File: config.mk
export PLATFORM = sky130hd
export DESIGN_NAME = slow_clock_monitor_flat
export DESIGN_NICKNAME = d
export VERILOG_FILES = /design/src/rtl/slow_clock_monitor_if.sv /design/src/rtl/slow_clock_monitor.sv /design/src/flat_wrapper.sv
export SDC_FILE = /design/constraint.sdc
export NUM_CORES = 1
export LEC_CHECK = 0
export CAP_MARGIN = 20
export CORE_AREA = 5 5 140 142
export DETAILED_ROUTE_END_ITERATION = 10
export DIE_AREA = 0 0 145 147
export GPL_TIMING_DRIVEN = 0
export PLACE_DENSITY = 0.69
export SYNTH_ARGS = -nofsm -noshare
export SYNTH_HDL_FRONTEND = slang
export SYNTH_SLANG_ARGS = --single-unit
File: constraint.sdc
create_clock -name clock_in -period 4.15 [get_ports clock_in]
set_clock_uncertainty 0.2 [all_clocks]
set_input_delay 0.83 -clock clock_in [delete_from_list [all_inputs] [get_ports clock_in]]
set_output_delay 0.83 -clock clock_in [all_outputs]
set_load 0.03 [all_outputs]
File: src/rtl/slow_clock_monitor_if.sv
// Signal bundle between a slow square-wave source and its clock_in-domain monitor.
// The monitor side is the slave modport; the source/consumer side is the master.
interface slow_clock_monitor_if #(
    parameter int CNT_W = 28
);
    logic             slow_in;
    logic             tick;
    logic             fall_tick;
    logic [CNT_W-1:0] period;
    logic [CNT_W-1:0] high_time;
    logic             period_valid;
    logic             locked;
    logic             timeout;

    modport master (
        output slow_in,
        input  tick, fall_tick, period, high_time, period_valid, locked, timeout
    );

    modport slave (
        input  slow_in,
        output tick, fall_tick, period, high_time, period_valid, locked, timeout
    );
endinterface

File: src/rtl/slow_clock_monitor.sv
// Synchronises a slow square wave into clock_in, emits rise/fall enable ticks,
// measures period and high time, and tracks frequency lock and loss of signal.
module slow_clock_monitor #(
    parameter int SYNC_STAGES = 2,
    parameter int CNT_W       = 28,
    parameter int TIMEOUT     = 100_000_000,
    parameter int LOCK_COUNT  = 4,
    parameter int TOLERANCE   = 2
) (
    input  logic                 clock_in,
    input  logic                 reset_n,
    slow_clock_monitor_if.slave  mon
);

    localparam int MATCH_W = $clog2(LOCK_COUNT + 1);

    localparam logic [CNT_W-1:0]   TIMEOUT_C = CNT_W'(TIMEOUT);
    localparam logic [CNT_W:0]     TOL_C     = (CNT_W + 1)'(TOLERANCE);
    localparam logic [MATCH_W-1:0] LOCK_C    = MATCH_W'(LOCK_COUNT);
    localparam logic [CNT_W-1:0]   ONE_C     = CNT_W'(1);
    localparam logic [CNT_W-1:0]   MAX_C     = {CNT_W{1'b1}};

    typedef enum logic [1:0] {
        ST_IDLE   = 2'd0,
        ST_ARMED  = 2'd1,
        ST_TRACK  = 2'd2,
        ST_LOCKED = 2'd3
    } state_t;

    logic [SYNC_STAGES-1:0] sync_q,         sync_d;
    logic [SYNC_STAGES:0]   fill_q,         fill_d;
    logic                   s_d_q,          s_d_d;
    logic [CNT_W-1:0]       cnt_q,          cnt_d;
    logic [CNT_W-1:0]       hcnt_q,         hcnt_d;
    logic [CNT_W-1:0]       period_q,       period_d;
    logic [CNT_W-1:0]       high_time_q,    high_time_d;
    logic [MATCH_W-1:0]     match_q,        match_d;
    logic                   period_valid_q, period_valid_d;
    logic                   locked_q,       locked_d;
    logic                   tick_q,         tick_d;
    logic                   fall_tick_q,    fall_tick_d;
    logic                   timeout_q,      timeout_d;
    state_t                 state_q,        state_d;

    logic                   s_s;
    logic                   rise_s;
    logic                   fall_s;
    logic                   expire_s;
    logic                   lose_s;
    logic                   in_tol_s;
    logic [CNT_W:0]         cnt_ext_s;
    logic [CNT_W:0]         per_ext_s;
    logic [CNT_W:0]         diff_s;
    logic [MATCH_W-1:0]     match_inc_s;

    // Next-state logic: edge detection, counters and the lock/timeout state machine.
    always_comb begin
        s_s    = sync_q[SYNC_STAGES-1];
        sync_d = {sync_q[SYNC_STAGES-2:0], mon.slow_in};
        s_d_d  = s_s;
        // Edges count only once the chain and edge flop hold real samples, so an
        // input already high when reset releases is not mistaken for a rise.
        fill_d = {fill_q[SYNC_STAGES-1:0], 1'b1};
        rise_s = fill_q[SYNC_STAGES] &  s_s & ~s_d_q;
        fall_s = fill_q[SYNC_STAGES] & ~s_s &  s_d_q;

        cnt_ext_s = {1'b0, cnt_q};
        per_ext_s = {1'b0, period_q};
        if (cnt_ext_s >= per_ext_s) begin
            diff_s = cnt_ext_s - per_ext_s;
        end else begin
            diff_s = per_ext_s - cnt_ext_s;
        end
        in_tol_s    = (diff_s <= TOL_C);
        match_inc_s = match_q + MATCH_W'(1);
        expire_s    = (state_q != ST_IDLE) && (cnt_q == TIMEOUT_C) && !rise_s;

        tick_d         = rise_s;
        fall_tick_d    = fall_s;
        timeout_d      = 1'b0;
        period_d       = period_q;
        period_valid_d = period_valid_q;
        locked_d       = locked_q;
        match_d        = match_q;
        state_d        = state_q;
        lose_s         = 1'b0;

        if (rise_s) begin
            cnt_d = ONE_C;
        end else if (state_q == ST_IDLE) begin
            cnt_d = '0;
        end else if (cnt_q == TIMEOUT_C) begin
            cnt_d = cnt_q;
        end else begin
            cnt_d = cnt_q + ONE_C;
        end

        if (rise_s) begin
            hcnt_d = ONE_C;
        end else if (s_s && (hcnt_q != MAX_C)) begin
            hcnt_d = hcnt_q + ONE_C;
        end else begin
            hcnt_d = hcnt_q;
        end

        if (fall_s && (state_q != ST_IDLE)) begin
            high_time_d = hcnt_q;
        end else begin
            high_time_d = high_time_q;
        end

        case (state_q)
            ST_IDLE: begin
                if (rise_s) begin
                    state_d = ST_ARMED;
                end else begin
                    state_d = ST_IDLE;
                end
            end
            ST_ARMED: begin
                if (rise_s) begin
                    period_d       = cnt_q;
                    period_valid_d = 1'b1;
                    match_d        = '0;
                    state_d        = ST_TRACK;
                end else begin
                    lose_s = expire_s;
                end
            end
            ST_TRACK: begin
                if (rise_s) begin
                    period_d = cnt_q;
                    if (!in_tol_s) begin
                        match_d = '0;
                    end else if (match_inc_s == LOCK_C) begin
                        match_d  = match_inc_s;
                        locked_d = 1'b1;
                        state_d  = ST_LOCKED;
                    end else begin
                        match_d = match_inc_s;
                    end
                end else begin
                    lose_s = expire_s;
                end
            end
            ST_LOCKED: begin
                if (rise_s) begin
                    period_d = cnt_q;
                    if (in_tol_s) begin
                        state_d = ST_LOCKED;
                    end else begin
                        match_d  = '0;
                        locked_d = 1'b0;
                        state_d  = ST_TRACK;
                    end
                end else begin
                    lose_s = expire_s;
                end
            end
            default: begin
                state_d = ST_IDLE;
            end
        endcase

        // Loss of signal discards the measurement but keeps the last high time.
        if (lose_s) begin
            timeout_d      = 1'b1;
            period_d       = '0;
            period_valid_d = 1'b0;
            locked_d       = 1'b0;
            match_d        = '0;
            cnt_d          = '0;
            state_d        = ST_IDLE;
        end else begin
            timeout_d = 1'b0;
        end
    end

    // State and output registers.
    always_ff @(posedge clock_in or negedge reset_n) begin
        if (!reset_n) begin
            sync_q         <= '0;
            fill_q         <= '0;
            s_d_q          <= 1'b0;
            cnt_q          <= '0;
            hcnt_q         <= '0;
            period_q       <= '0;
            high_time_q    <= '0;
            match_q        <= '0;
            period_valid_q <= 1'b0;
            locked_q       <= 1'b0;
            tick_q         <= 1'b0;
            fall_tick_q    <= 1'b0;
            timeout_q      <= 1'b0;
            state_q        <= ST_IDLE;
        end else begin
            sync_q         <= sync_d;
            fill_q         <= fill_d;
            s_d_q          <= s_d_d;
            cnt_q          <= cnt_d;
            hcnt_q         <= hcnt_d;
            period_q       <= period_d;
            high_time_q    <= high_time_d;
            match_q        <= match_d;
            period_valid_q <= period_valid_d;
            locked_q       <= locked_d;
            tick_q         <= tick_d;
            fall_tick_q    <= fall_tick_d;
            timeout_q      <= timeout_d;
            state_q        <= state_d;
        end
    end

    assign mon.tick         = tick_q;
    assign mon.fall_tick    = fall_tick_q;
    assign mon.period       = period_q;
    assign mon.high_time    = high_time_q;
    assign mon.period_valid = period_valid_q;
    assign mon.locked       = locked_q;
    assign mon.timeout      = timeout_q;

endmodule

File: src/flat_wrapper.sv
// flat-port wrapper written by rule: the top's interface ports become plain ports
module slow_clock_monitor_flat 
#(
    parameter int SYNC_STAGES = 2,
    parameter int CNT_W       = 28,
    parameter int TIMEOUT     = 100_000_000,
    parameter int LOCK_COUNT  = 4,
    parameter int TOLERANCE   = 2
)
  (clock_in, reset_n, mon_slow_in, mon_tick, mon_fall_tick, mon_period, mon_high_time, mon_period_valid, mon_locked, mon_timeout);
  slow_clock_monitor_if #(.CNT_W(CNT_W)) mon_i ();
  input  logic clock_in;
  input  logic reset_n;
  input wire logic [$bits(mon_i.slow_in)-1:0] mon_slow_in;
  output wire logic [$bits(mon_i.tick)-1:0] mon_tick;
  output wire logic [$bits(mon_i.fall_tick)-1:0] mon_fall_tick;
  output wire logic [$bits(mon_i.period)-1:0] mon_period;
  output wire logic [$bits(mon_i.high_time)-1:0] mon_high_time;
  output wire logic [$bits(mon_i.period_valid)-1:0] mon_period_valid;
  output wire logic [$bits(mon_i.locked)-1:0] mon_locked;
  output wire logic [$bits(mon_i.timeout)-1:0] mon_timeout;
  assign mon_i.slow_in = mon_slow_in;
  assign mon_tick = mon_i.tick;
  assign mon_fall_tick = mon_i.fall_tick;
  assign mon_period = mon_i.period;
  assign mon_high_time = mon_i.high_time;
  assign mon_period_valid = mon_i.period_valid;
  assign mon_locked = mon_i.locked;
  assign mon_timeout = mon_i.timeout;
  slow_clock_monitor #(.SYNC_STAGES(SYNC_STAGES), .CNT_W(CNT_W), .TIMEOUT(TIMEOUT), .LOCK_COUNT(LOCK_COUNT), .TOLERANCE(TOLERANCE)) u_core (.clock_in(clock_in), .reset_n(reset_n), .mon(mon_i));
endmodule
==> flow_metrics.py, run 1 <==
metrics = {
    "floorplan": {
        "pin_count": 64,
        "initial_core_util_pct": 48.5,
        "rows": 50,
        "dieHeight_um": 147,
        "die_x_um": 145,
        "fp.dieArea_mm2": 0.0213,
        "core-area_mm2": 0.0183,
    },
    "setup_path": {
        "crit_required_ns": 4.29,
        "critPathMaxFanout": 10,
        "critPathCaptureType": "register",
        "r2r-start": "u_core.cnt_q[26]",
        "cp-start-kind": "register",
        "reg2reg_to": "u_core.match_q[0]",
        "cp.arrival_ns": 4.25,
        "rr_worst_depth": 14,
        "critPathKind": "register to register",
        "rrSetupSlack_ns": 0.04,
    },
    "timing": {
        "setup_tns_ns": 0,
        "tightest_slew_ns": 0.864,
        "min_period_ns": 4.11,
        "hold_viol_final": 0,
        "fin_hold_ws_ns": 0.149,
        "worst_slack_ns": 0.0393,
        "fin_crit_sh_pct": 99.1,
        "slew_headroom_pct": 42.2,
        "drv_slew": 0,
        "clock.fmax_ghz": 0.243,
        "finalSetupViolations": 0,
    },
    "run_status": {
        "status": "finished, final reports clean",
    },
    "logic_synthesis": {
        "syn_area_mm2": 0.00890,
        "ys_seq_elements": 128,
        "synth.distinct_cells": 79,
        "ys_seq_area_share_pct": 36.0,
        "synth_warnings": 0,
        "syn_nets": 1061,
        "syn-mean-instance-area_um2": 8.94,
        "ys.flop_type": "dfrtp_1",
        "synth_cells": 995,
        "synth-edff-count": 0,
        "synthArstFlopShare_pct": 100,
    },
    "grt": {
        "grt_pass1_vias": 7652,
        "track_usage_pct": 22.7,
        "overflow": 0,
        "grt_max_degree": 77,
        "grt_pass1_wl_mm": 39.9,
        "antenna_found_initial": 0,
    },
    "clock_network": {
        "root_buffer": "clkbuf_16",
        "cts_made_buffers": 17,
        "cts_num_sinks": 128,
        "h-tree-depth": 4,
        "cts_tree": "yes",
        "path_clk_slew_ns": 0.06,
        "clk_path_buf_depth": 2,
        "clk_latency_ns": 0.41,
    },
    "finish": {
        "antenna_cells": 0,
        "drive_gt1_share_pct": 15.9,
        "nFillCells": 1600,
        "syn2layout_area_growth_pct": 22.3,
        "final_cell_mix": "dfrtp_1 (116), nor2_1 (97), inv_1 (75)",
        "final_common_cell": "dfrtp_1",
        "final_area_mm2": 0.0109,
        "post-route-util_pct": 59.4,
        "finalNetCount": 1168,
    },
    "hold_path": {
        "min_from": "u_core.fill_q[1]",
        "hold_path_class": "register to register",
        "worstHoldPathCells": 0,
        "hold_end": "u_core.fill_q[2]",
    },
    "route": {
        "drtIter0Drc": 596,
        "ant_nets": 0,
        "via_count": 7887,
        "firstDrtPassIters": 5,
        "drc": 0,
        "viasPerCell": 5.85,
        "routed_wl_mm": 24.8,
        "wl_per_cell_um": 18.4,
    },
    "run": {
        "maxCapViolations": 0,
    },
    "placed_design": {
        "place.gp.congestion": 0.922,
        "dp_hpwl_mm": 18.8,
        "io_buffers": 63,
        "pre_cts_ws_ns": -0.518,
        "placed_cell_area_mm2": 0.00986,
    },
    "pwr": {
        "p_leak_uw": 0.00486,
        "irDropWorstVdd_uv": 440,
        "p_per_area_mw_per_mm2": 644,
    },
}
-- cells by family (layout without fill, tap and decap cells) --
kind of cell               count (synthesis)  after routing  share of synthesized area, %
and+or+nand+nor                          325            325                          18.4
other                                      1              1                        0.0421
adders and majority gates                 63             63                          9.03
DFF                                      128            128                          36.0
xor gates and xnor gates                  71             71                          6.99
buffers and inverters                    121            241                          5.74
muxes                                     33             33                          4.12
AOI/OAI and AO/OA                        253            253                          19.7
-- synthesized netlist by cell type (all sizes together) (4+ instances only) --
cell type / n / share of area [%]
or2: 11 / 0.77
nor3: 19 / 1.1
and3: 9 / 0.63
xor2: 22 / 2.2
nor2b: 6 / 0.51
mux2: 29 / 3.7
nand2: 62 / 2.6
nand4: 33 / 2.4
a21o: 15 / 1.3
a311oi: 5 / 0.49
o31ai: 7 / 0.65
or3: 13 / 0.91
and2: 4 / 0.28
a31oi: 8 / 0.63
o21ai: 48 / 2.7
nand3: 36 / 2.0
buf: 20 / 1.5
ha: 61 / 8.6
o21a: 11 / 0.93
a211oi: 9 / 0.76
mux2i: 4 / 0.45
a221o: 4 / 0.45
nand2b: 6 / 0.42
nor4: 13 / 1.2
a21oi: 70 / 4.1
o21bai: 8 / 0.67
o211ai: 6 / 0.56
nor2: 98 / 4.1
a22o: 30 / 3.0
xnor2: 49 / 4.8
dfrtp: 128 / 36
inv: 76 / 3.2
a211o: 5 / 0.49
clkbuf: 24 / 1.0
-- per-layer routing --
layer  up-vias  GRT usage, %  wire length [um]
li1       3773             -                 -
met1      3779          30.4             11100
met2       276          37.7             11700
met3        59          3.33              1190
met4         0          8.15               805
met5         -             0                 0
-- critical path, cell delays in order, from the launching register on --
cell and delay, ns:
dfrtp_1 0.48, ha_1 0.51, nand3_4 0.19, nor4_4 0.40, a31oi_2 0.18, o211ai_4 0.19
or2_1 0.16, buf_2 0.19, buf_4 0.22, a41oi_2 0.13, or4b_4 0.53, nor4_4 0.28
buf_6 0.18, a211oi_1 0.08, nor2_1 0.12
-- worst max path at each step --
| stage | from | to | slack (ns) | cells past startpoint |
|---|---|---|---|---|
| CTS | u_core.mon.period[0] | u_core.mon.locked | 0.02 | 16 |
| global route | u_core.mon.period[16] | u_core.match_q[0] | -0.03 | 16 |
| global placement | reset_n | u_core.mon.period[19] | -3.05 | 1 |
| detailed placement | u_core.cnt_q[26] | u_core.match_q[0] | -0.52 | 13 |
| finish | u_core.cnt_q[26] | u_core.match_q[0] | 0.04 | 14 |
| floorplan | u_core.mon.period[1] | u_core.mon.locked | 0.17 | 14 |
-- what timing repair did --
action                     CTS  global route
gates resized for setup     20            48
pin swaps                    4            18
setup buffers                3            21
hold buffers                 0             0
setup endpoints to repair    5             5
cloned                       0             0
-- power by group --
part           switching, uW  total (uW)  internal, uW
combinational           2290        4030          1740
clock                    530        1520           989
sequential               111        1460          1350
total                   2930        7010          4080
-- through the flow --
stage / cells / power (uW)
after CTS: 1329 / 6640
after detailed placement: 1294 / 4930
final: 1349 / 7010
after global placement: 1292 / 4910
after floorplan: 995 / 4040
after global routing: 1349 / 7340
-- cell type report --
class	count	area (um^2)	share of cell area [%]
Clock buffer	22	474	4.36
Inverter	77	289	2.66
Sequential cell	128	3220	29.6
Tap cell	234	293	2.69
Timing Repair Buffer	88	841	7.72
Buffer	44	229	2.10
Clock inverter	10	134	1.23
Multi-Input combinational cell	746	5410	49.7
-- registers in the layout, indices dropped and copies added (netlist names), 2 cells and up --
| name | count |
|---|---|
| u_core.cnt_q | 28 |
| u_core.fill_q | 3 |
| u_core.hcnt_q | 28 |
| u_core.match_q | 3 |
| u_core.mon.high_time | 28 |
| u_core.mon.period | 28 |
| u_core.state_q | 2 |
| u_core.sync_q | 2 |
Power figures use the tool's default switching activity.
==> run 2: changes to the inputs <==
--- a/config.mk
+++ b/config.mk
@@ -5,6 +5,7 @@
 export SDC_FILE = /design/constraint.sdc
 export NUM_CORES = 1
 export LEC_CHECK = 0
+export ABC_CLOCK_PERIOD_IN_PS = 4150
 export CAP_MARGIN = 20
 export CORE_AREA = 5 5 140 142
 export DETAILED_ROUTE_END_ITERATION = 10
==> results of run 2 <==
Same layout as run 1: the final DEF is identical, and so are final timing and power.
